[src/rtl/axis_host_driver_if.sv]
// rtl/axis_host_driver_if.sv - start handshake, source read, AXIS and result-store bus bundle
interface axis_host_driver_if #(
    parameter int DATA_W = 32,
    parameter int IN_AW  = 3,
    parameter int OUT_AW = 2
);
    // accelerator start handshake
    logic              ex_start;
    logic              ex_startAck;
    // synchronous source buffer read port
    logic              src_en;
    logic [IN_AW-1:0]  src_adr;
    logic [DATA_W-1:0] src_data;
    // AXIS master (host to accelerator)
    logic [DATA_W-1:0] m_data;
    logic              m_valid;
    logic              m_last;
    logic              m_ready;
    // AXIS slave (accelerator to host)
    logic [DATA_W-1:0] s_data;
    logic              s_valid;
    logic              s_last;
    logic              s_ready;
    // result-store write port
    logic              res_we;
    logic [OUT_AW-1:0] res_adr;
    logic [DATA_W-1:0] res_data;

    // host driver side
    modport master (
        output ex_start,
        input  ex_startAck,
        output src_en, src_adr,
        input  src_data,
        output m_data, m_valid, m_last,
        input  m_ready,
        input  s_data, s_valid, s_last,
        output s_ready,
        output res_we, res_adr, res_data
    );

    // accelerator / memory side
    modport slave (
        input  ex_start,
        output ex_startAck,
        input  src_en, src_adr,
        output src_data,
        input  m_data, m_valid, m_last,
        output m_ready,
        output s_data, s_valid, s_last,
        input  s_ready,
        input  res_we, res_adr, res_data
    );
endinterface

[src/rtl/axis_host_driver.sv]
// rtl/axis_host_driver.sv - runs one start/stream-out/collect transaction against the accelerator
module axis_host_driver #(
    parameter int DATA_W    = 32,
    parameter int IN_WORDS  = 8,
    parameter int OUT_WORDS = 4,
    parameter int IN_AW     = 3,
    parameter int OUT_AW    = 2
) (
    input  logic                clk,
    input  logic                rst,
    input  logic                go,
    output logic                busy,
    output logic                done,
    output logic                err_last,
    axis_host_driver_if.master  bus
);

    typedef enum logic [2:0] {
        IDLE, REQ, REL, FETCH, LOAD, SEND, RECV, FIN
    } state_t;

    state_t              state_q, state_d;
    logic [IN_AW-1:0]    cnt_q, cnt_d;
    logic [OUT_AW-1:0]   rcnt_q, rcnt_d;
    logic                busy_q, busy_d;
    logic                done_q, done_d;
    logic                err_last_q, err_last_d;
    logic                ex_start_q, ex_start_d;
    logic                src_en_q, src_en_d;
    logic [IN_AW-1:0]    src_adr_q, src_adr_d;
    logic [DATA_W-1:0]   m_data_q, m_data_d;
    logic                m_valid_q, m_valid_d;
    logic                m_last_q, m_last_d;
    logic                s_ready_q, s_ready_d;
    logic                res_we_q, res_we_d;
    logic [OUT_AW-1:0]   res_adr_q, res_adr_d;
    logic [DATA_W-1:0]   res_data_q, res_data_d;

    // next-state and registered-output computation; pulses default low, everything else holds
    always_comb begin
        state_d    = state_q;
        cnt_d      = cnt_q;
        rcnt_d     = rcnt_q;
        done_d     = 1'b0;
        err_last_d = err_last_q;
        ex_start_d = ex_start_q;
        src_en_d   = src_en_q;
        src_adr_d  = src_adr_q;
        m_data_d   = m_data_q;
        m_valid_d  = m_valid_q;
        m_last_d   = m_last_q;
        s_ready_d  = s_ready_q;
        res_we_d   = 1'b0;
        res_adr_d  = res_adr_q;
        res_data_d = res_data_q;

        case (state_q)
            IDLE: begin
                if (go) begin
                    state_d    = REQ;
                    ex_start_d = 1'b1;
                    err_last_d = 1'b0;
                    cnt_d      = '0;
                    rcnt_d     = '0;
                end
            end
            REQ: begin
                if (bus.ex_startAck) begin
                    ex_start_d = 1'b0;
                    state_d    = REL;
                end
            end
            REL: begin
                // read is issued on entry to FETCH so data lands during LOAD
                if (!bus.ex_startAck) begin
                    state_d   = FETCH;
                    src_en_d  = 1'b1;
                    src_adr_d = cnt_q;
                end
            end
            FETCH: begin
                state_d = LOAD;
            end
            LOAD: begin
                m_data_d  = bus.src_data;
                m_valid_d = 1'b1;
                m_last_d  = (cnt_q == IN_AW'(IN_WORDS - 1));
                src_en_d  = 1'b0;
                state_d   = SEND;
            end
            SEND: begin
                if (m_valid_q && bus.m_ready) begin
                    m_valid_d = 1'b0;
                    m_last_d  = 1'b0;
                    if (m_last_q) begin
                        state_d   = RECV;
                        s_ready_d = 1'b1;
                    end else begin
                        cnt_d     = cnt_q + 1'b1;
                        state_d   = FETCH;
                        src_en_d  = 1'b1;
                        src_adr_d = cnt_q + 1'b1;
                    end
                end
            end
            RECV: begin
                if (bus.s_valid && s_ready_q) begin
                    res_we_d   = 1'b1;
                    res_adr_d  = rcnt_q;
                    res_data_d = bus.s_data;
                    if (rcnt_q == OUT_AW'(OUT_WORDS - 1)) begin
                        // final expected word; last flag must accompany it
                        s_ready_d = 1'b0;
                        done_d    = 1'b1;
                        state_d   = FIN;
                        if (!bus.s_last) begin
                            err_last_d = 1'b1;
                        end
                    end else if (bus.s_last) begin
                        // stream ended early; keep the word, flag and finish
                        s_ready_d  = 1'b0;
                        done_d     = 1'b1;
                        err_last_d = 1'b1;
                        state_d    = FIN;
                    end else begin
                        rcnt_d = rcnt_q + 1'b1;
                    end
                end
            end
            FIN: begin
                state_d = IDLE;
            end
            default: begin
                state_d = IDLE;
            end
        endcase

        busy_d = (state_d != IDLE);
    end

    // state and output registers, cleared asynchronously
    always_ff @(posedge clk or posedge rst) begin
        if (rst) begin
            state_q    <= IDLE;
            cnt_q      <= '0;
            rcnt_q     <= '0;
            busy_q     <= 1'b0;
            done_q     <= 1'b0;
            err_last_q <= 1'b0;
            ex_start_q <= 1'b0;
            src_en_q   <= 1'b0;
            src_adr_q  <= '0;
            m_data_q   <= '0;
            m_valid_q  <= 1'b0;
            m_last_q   <= 1'b0;
            s_ready_q  <= 1'b0;
            res_we_q   <= 1'b0;
            res_adr_q  <= '0;
            res_data_q <= '0;
        end else begin
            state_q    <= state_d;
            cnt_q      <= cnt_d;
            rcnt_q     <= rcnt_d;
            busy_q     <= busy_d;
            done_q     <= done_d;
            err_last_q <= err_last_d;
            ex_start_q <= ex_start_d;
            src_en_q   <= src_en_d;
            src_adr_q  <= src_adr_d;
            m_data_q   <= m_data_d;
            m_valid_q  <= m_valid_d;
            m_last_q   <= m_last_d;
            s_ready_q  <= s_ready_d;
            res_we_q   <= res_we_d;
            res_adr_q  <= res_adr_d;
            res_data_q <= res_data_d;
        end
    end

    assign busy         = busy_q;
    assign done         = done_q;
    assign err_last     = err_last_q;
    assign bus.ex_start = ex_start_q;
    assign bus.src_en   = src_en_q;
    assign bus.src_adr  = src_adr_q;
    assign bus.m_data   = m_data_q;
    assign bus.m_valid  = m_valid_q;
    assign bus.m_last   = m_last_q;
    assign bus.s_ready  = s_ready_q;
    assign bus.res_we   = res_we_q;
    assign bus.res_adr  = res_adr_q;
    assign bus.res_data = res_data_q;

endmodule

[src/flat_wrapper.sv]
// flat-port wrapper written by rule: the top's interface ports become plain ports
module axis_host_driver_flat 
#(
    parameter int DATA_W    = 32,
    parameter int IN_WORDS  = 8,
    parameter int OUT_WORDS = 4,
    parameter int IN_AW     = 3,
    parameter int OUT_AW    = 2
)
  (clk, rst, go, busy, done, err_last, bus_ex_start, bus_ex_startAck, bus_src_en, bus_src_adr, bus_src_data, bus_m_data, bus_m_valid, bus_m_last, bus_m_ready, bus_s_data, bus_s_valid, bus_s_last, bus_s_ready, bus_res_we, bus_res_adr, bus_res_data);
  axis_host_driver_if #(.DATA_W(DATA_W), .IN_AW(IN_AW), .OUT_AW(OUT_AW)) bus_i ();
  input  logic clk;
  input  logic rst;
  input  logic go;
  output logic busy;
  output logic done;
  output logic err_last;
  output wire logic [$bits(bus_i.ex_start)-1:0] bus_ex_start;
  input wire logic [$bits(bus_i.ex_startAck)-1:0] bus_ex_startAck;
  output wire logic [$bits(bus_i.src_en)-1:0] bus_src_en;
  output wire logic [$bits(bus_i.src_adr)-1:0] bus_src_adr;
  input wire logic [$bits(bus_i.src_data)-1:0] bus_src_data;
  output wire logic [$bits(bus_i.m_data)-1:0] bus_m_data;
  output wire logic [$bits(bus_i.m_valid)-1:0] bus_m_valid;
  output wire logic [$bits(bus_i.m_last)-1:0] bus_m_last;
  input wire logic [$bits(bus_i.m_ready)-1:0] bus_m_ready;
  input wire logic [$bits(bus_i.s_data)-1:0] bus_s_data;
  input wire logic [$bits(bus_i.s_valid)-1:0] bus_s_valid;
  input wire logic [$bits(bus_i.s_last)-1:0] bus_s_last;
  output wire logic [$bits(bus_i.s_ready)-1:0] bus_s_ready;
  output wire logic [$bits(bus_i.res_we)-1:0] bus_res_we;
  output wire logic [$bits(bus_i.res_adr)-1:0] bus_res_adr;
  output wire logic [$bits(bus_i.res_data)-1:0] bus_res_data;
  assign bus_ex_start = bus_i.ex_start;
  assign bus_i.ex_startAck = bus_ex_startAck;
  assign bus_src_en = bus_i.src_en;
  assign bus_src_adr = bus_i.src_adr;
  assign bus_i.src_data = bus_src_data;
  assign bus_m_data = bus_i.m_data;
  assign bus_m_valid = bus_i.m_valid;
  assign bus_m_last = bus_i.m_last;
  assign bus_i.m_ready = bus_m_ready;
  assign bus_i.s_data = bus_s_data;
  assign bus_i.s_valid = bus_s_valid;
  assign bus_i.s_last = bus_s_last;
  assign bus_s_ready = bus_i.s_ready;
  assign bus_res_we = bus_i.res_we;
  assign bus_res_adr = bus_i.res_adr;
  assign bus_res_data = bus_i.res_data;
  axis_host_driver #(.DATA_W(DATA_W), .IN_WORDS(IN_WORDS), .OUT_WORDS(OUT_WORDS), .IN_AW(IN_AW), .OUT_AW(OUT_AW)) u_core (.clk(clk), .rst(rst), .go(go), .busy(busy), .done(done), .err_last(err_last), .bus(bus_i));
endmodule
[config.mk]
export PLATFORM = sky130hd
export DESIGN_NAME = axis_host_driver_flat
export DESIGN_NICKNAME = d
export VERILOG_FILES = /design/src/rtl/axis_host_driver_if.sv /design/src/rtl/axis_host_driver.sv /design/src/flat_wrapper.sv
export SDC_FILE = /design/constraint.sdc
export NUM_CORES = 1
export LEC_CHECK = 0
export BUFFER_PORTS_ARGS = -buffer_cell sky130_fd_sc_hd__buf_2
export CORE_MARGIN = 2
export CORE_UTILIZATION = 40
export CTS_CLUSTER_SIZE = 30
export DETAILED_ROUTE_END_ITERATION = 10
export GPL_TIMING_DRIVEN = 0
export MAX_ROUTING_LAYER = met4
export PLACE_DENSITY = 0.69
export SLEW_MARGIN = 25
export SYNTH_ARGS = -nofsm -noshare
export SYNTH_HDL_FRONTEND = slang
export SYNTH_SLANG_ARGS = --single-unit
[constraint.sdc]
create_clock -name clk -period 3.9 [get_ports clk]
set_input_delay 0.78 -clock clk [delete_from_list [all_inputs] [get_ports clk]]
set_output_delay 0.78 -clock clk [all_outputs]
set_load 0.02 [all_outputs]
* Yosys cells after proc, flatten, opt, wreduce, memory -nomap -nowiden
Cells that the tools add are included.
Storage, ports and cells: flip-flop bits (word level) 86, output and inout port bits 78
Cells by class: add/sub/neg operators 2, eq/ne operators 20, mux-type cells 48, reductions and logical operators 20
Operators by type and width (number):
- 3-bit 2-to-1 mux | 12
- 3-bit one-hot mux with 8 select lines | 1
- 1-bit 2-to-1 mux | 22
- 3-bit == test, second input constant | 5
- 5-bit AND reduction | 3
- 2-bit != test, second input constant | 6
- 3-bit one-hot mux with 2 select lines | 2
- 4-bit AND reduction | 3
- 2-bit nonzero test | 6
- 1-bit one-hot mux with 2 select lines | 5
- 2-bit 2-to-1 mux | 4
- 3-bit by 2-bit == test with 1-bit output, second input constant | 2
- 2-bit by 1-bit != test with 1-bit output, second input constant | 3
- 3-bit nonzero test | 2
- 2-bit one-hot mux with 2 select lines | 1
- 2-bit AND reduction | 2
- 3-bit by 1-bit adder with 3-bit output, second input constant | 1
- 3-bit by 1-bit == test with 1-bit output, second input constant | 1
- 3-bit zero test | 1
- 3-bit by 2-bit != test with 1-bit output, second input constant | 1
- 3-bit != test, second input constant | 1
- 1-bit one-hot mux with 3 select lines | 1
- 3-bit AND reduction | 1
- 2-bit by 1-bit adder with 2-bit output, second input constant | 1
- 2 further kinds | 3

* Logic depth before layout (Yosys ltp)
depth in word-level cells 5, gate-level depth with buffers 5

* Worst setup path before layout
OpenSTA, ideal clock, no wires.
kind input -> register, start input port bus_ex_startAck, end register u_core.src_adr_q[1], in the netlist u_core.bus.src_adr[1], setup time 0.125 ns, arrival 1.791 ns, slack 1.984 ns, cell stages on the path 3, cell sequence or4b_4 -> mux2i_4 -> mux2_2
Between the ends: cells in the longest elaborated chain, start to end 2
RTL lines:
- from (decl) | RTL line flat_wrapper.sv:19 | input wire logic [$bits(bus_i.ex_startAck)-1:0] bus_ex_startAck;
- 2-bit != test (no source line)
- 4-bit AND reduction (no source line)
- to (signal assigned) | RTL line axis_host_driver.sv:169 | src_adr_q <= src_adr_d;
- to (decl) | RTL line axis_host_driver.sv:30 | logic [IN_AW-1:0] src_adr_q, src_adr_d;
Every way passes these cells. A chain may end at the register's enable or synchronous reset.

* Final worst setup path
start register u_core.m_valid_q, in the netlist u_core.bus.m_valid, end output port bus_m_valid
RTL lines:
- from (decl) | RTL line axis_host_driver.sv:32 | logic m_valid_q, m_valid_d;
- from (signal assigned) | RTL line axis_host_driver.sv:171 | m_valid_q <= m_valid_d;
- to (decl) | RTL line flat_wrapper.sv:24 | output wire logic [$bits(bus_i.m_valid)-1:0] bus_m_valid;
No word-level cell between the ends.

==> results summary <==
The total of cells resized after clock tree synthesis is 0. The met1 layer usage reported by global route came out at a little over a fifth. The row count is 34. Counting every net in the synthesized netlist gives 310.

Clock tree synthesis found a total of 86 sinks. The final-report max-slew violation count is 0. The clock-pin transition on the worst setup and hold timing paths came out at around 100 ps. The count of unresolved DRC violations after routing came out at 0. The count of buffer and inverter cells on the critical path came out at 1. The post-CTS repair timing setup buffer count is 0. The via count of the first global-routing pass is 2567. The global-route usage over all layers came out at around 16%. The post-layout minimum cycle time came out at about 1800 ps. The async set-reset flop share out of synthesis came out at 100%.

After synthesis the cells add up to between 0.003 and 0.004 mm2. The number of antenna violations at the first check in global routing came out at 0. The die height is slightly below 100 um.

The count of routing violations after the opening detailed-route iteration is 70. Once placement completed, the tool counted placed cells totaling just under 500. The launching point of the worst reg2reg path is u_core.state_q[2]. The post-DP HPWL came out at approximately 5400 um.

The endpoint arrival time on the critical path is 1030 ps. met2 is the most crowded layer. In the final routed layout, each cell accounts on average for around 14 um.

The worst register-to-register path ends at u_core.bus.src_adr[2]. Entering global routing, the biggest net connects 54 pins. Setup total negative slack on the finished layout was measured at 0 ps.

The highest ir drop seen on vdd came out at around 290 uV. The count of nets left with antenna violations after detail routing came out at 0. The critical path's largest stage delay is about 480 ps. The hold violation total from the final report came to 0. The dominant register cell in the synthesized netlist is dfrtp_1. The flop and latch count out of synthesis came out at 86.

The number of antenna diodes in the final layout is 0. The launching element type of the critical path is a register. The global-route wire length before repair is 12500 um. The maximum buffer depth of the clock tree came out at 2.

The period utilization came out at about 46%. The actual transition at the worst max-transition pin came out at about 440 ps. Static timing analysis puts the maximum clock frequency at ~550 MHz. The max-cap violation count is 0. The post-place instance area came out at roughly 0.0044 mm2.

The highest net fanout along the worst path came out at 7. Walking the worst path, the cells encountered are buf_2. The via density per instance came out at 4.81. Broken down by cell family, the worst path's largest delay share belongs to flip-flops. The count of buffers inserted at the top-level ports came out at ~150.

The endpoint required time on the critical path is around 3100 ps. The met2 global-route usage is 26.2%. The final weighted congestion in routability-driven placement came out at around 0.79. Setup repair after global routing left no endpoint under its margin. The total core area is 0.00864 mm2.

The synthesized design contains 0 enable-type register cells. The fraction of layout cells with a size suffix above 1 is between 60% and 70%. Leaving out fill and tap cells, the most frequent cell in the layout is buf_2. The finished layout holds between 500 and 600 standard cells, fillers aside. The total leakage power came out at about 2.5 nW. The number of warnings reported in the yosys synthesis log is 0. The worst setup path is of the reg2out kind.

The setup slack of the most critical reg-to-reg path came out at roughly 2100 ps. The count of different cell masters after synthesis is 38. The number of optimization iterations in the first detailed-route pass came out at 4. The headroom to the max-slew limit is a little over two thirds. The slowest stage of the critical path belongs to the cell dfrtp_1.

The chip width is 97.9 um. The cts-stage hold buffer count is 0. The TritonCTS clock tree is built. The worst hold path belongs to the class in2async. The run finished with clean final reports. The cell area power density came out at 734 mW/mm2. Setup violations remaining at the end of the flow were counted as 0.

The final clock skew came out at ~11 ps. The initial core utilization came out at 40.9%. The H-tree depth is 3. The met3 track utilization from global routing came out at roughly 4.3%.

The average instance in the mapped netlist occupies approximately 15 um2. The total number of vias is 2445. At the end of the flow, the number of nets in the layout was 470.

Summing the sequential cell areas from Yosys gives roughly three fifths of the chip area. For this block, the routed nets add up to 7250 um of wire. The final design instance area without fill is between 0.004 and 0.005 mm2.

The cell at the root of the clock tree is clkbuf_8. For this run the aggregate overflow at the end of global routing stands at 0. Counting cells, the worst reg-to-reg path comes to 3. The kind of capture point of the worst setup path is an output port.

The post-synthesis cell count came out at between 200 and 250. The relative area change from synthesis to final layout is 30.6%. TritonCTS created 9 clock buffers. The number of top-level design ports came out at between 100 and 150.

In the layout the commonest cells are 148 x buf_2, 86 x dfrtp_1, 66 x mux2_2. The full die area is between 0.009 and 0.01 mm2. The clock latency at the later pin of the worst-skew pair came out at 350 ps.
## cells in the mapped netlist (2+ instances only)
| library cell | instances | area share, % |
|---|---|---|
| a21o_1 | 2 | 0.43 |
| a221o_1 | 2 | 0.57 |
| a31oi_1 | 2 | 0.35 |
| a32o_1 | 2 | 0.57 |
| mux2_2 | 66 | 21 |
| buf_4 | 4 | 0.85 |
| buf_6 | 4 | 1.3 |
| nand2b_1 | 3 | 0.53 |
| mux2_1 | 4 | 1.3 |
| o21ai_0 | 6 | 0.85 |
| ha_1 | 4 | 1.4 |
| mux2i_1 | 3 | 0.85 |
| nand3b_1 | 2 | 0.43 |
| nor2_1 | 4 | 0.43 |
| nand3_1 | 3 | 0.43 |
| inv_1 | 6 | 0.64 |
| nand2_1 | 10 | 1.1 |
| a21oi_1 | 2 | 0.28 |
| dfrtp_1 | 86 | 61 |
| clkbuf_1 | 2 | 0.21 |
## stage by stage
step	utilization, %	hold WS [ps]	total power [mW]	worst slack (ps)
finish	53.4	403	3.39	2090
global route	53.4	399	3.62	2010
CTS	53.4	389	3.44	2070
detailed placement	51.4	477	2.86	1790
global placement	51.0	464	2.82	-125
floorplan	-	470	2.38	898
## layout make-up
cell class | instances | area (um2)
inverters | 7 | 31.3
flip-flops and latches | 86 | 2150
plain buffers | 10 | 82.6
clock buffers | 10 | 128
repair buffers | 149 | 768
fillers | 785 | 4030
multi-input cells | 132 | 1270
well taps | 108 | 135
clock inverters | 6 | 45.0
## power breakdown
group	switching (mW)	total (mW)	leakage, nW	internal [mW]
sequential	0.176	1.39	1.11	1.22
clock	0.325	0.560	0.0793	0.235
combinational	0.802	1.43	1.31	0.631
## layer usage
layer	up-vias	part of all wire [%]	routed length, um
met4	0	0.83	60
li1	1152	-	-
met2	90	49	3570
met5	-	0	0
met3	8	6.5	471
met1	1195	43	3140
## worst max path at each step
stage / start / endpoint / slack (ps) / cells past startpoint
2_1_floorplan: rst / u_core.bus.ex_start / 900 / 1
3_3_place_gp: rst / u_core.bus.res_data[23] / -130 / 2
3_5_place_dp: bus_ex_startAck / u_core.bus.src_adr[2] / 1790 / 4
4_1_cts: u_core.bus.m_valid / bus_m_valid / 2070 / 1
5_1_grt: u_core.bus.m_valid / bus_m_valid / 2010 / 1
6_report: u_core.bus.m_valid / bus_m_valid / 2090 / 1
## cells by family after synthesis
logic type                 count (synthesis)  share of synthesized area [%]
muxes                                     75                           24.2
xor gates and xnor gates                   1                          0.248
adders and majority gates                  4                           1.42
buffers and inverters                     17                           3.08
DFF                                       86                           61.0
AOI/OAI and AO/OA                         20                           3.93
and+or+nand+nor                           32                           6.10
## registers in the layout, indices dropped and copies added (netlist names)
name                 count
u_core.bus.m_valid       1
u_core.rcnt_q            2
u_core.state_q           3
u_core.bus.m_last        1
u_core.busy              1
u_core.bus.s_ready       1
u_core.bus.src_adr       3
u_core.bus.res_we        1
u_core.bus.m_data       32
u_core.done              1
u_core.err_last          1
u_core.bus.src_en        1
u_core.bus.res_data     32
u_core.bus.ex_start      1
u_core.bus.res_adr       2
u_core.cnt_q             3
(Power assumes the default switching activity.)
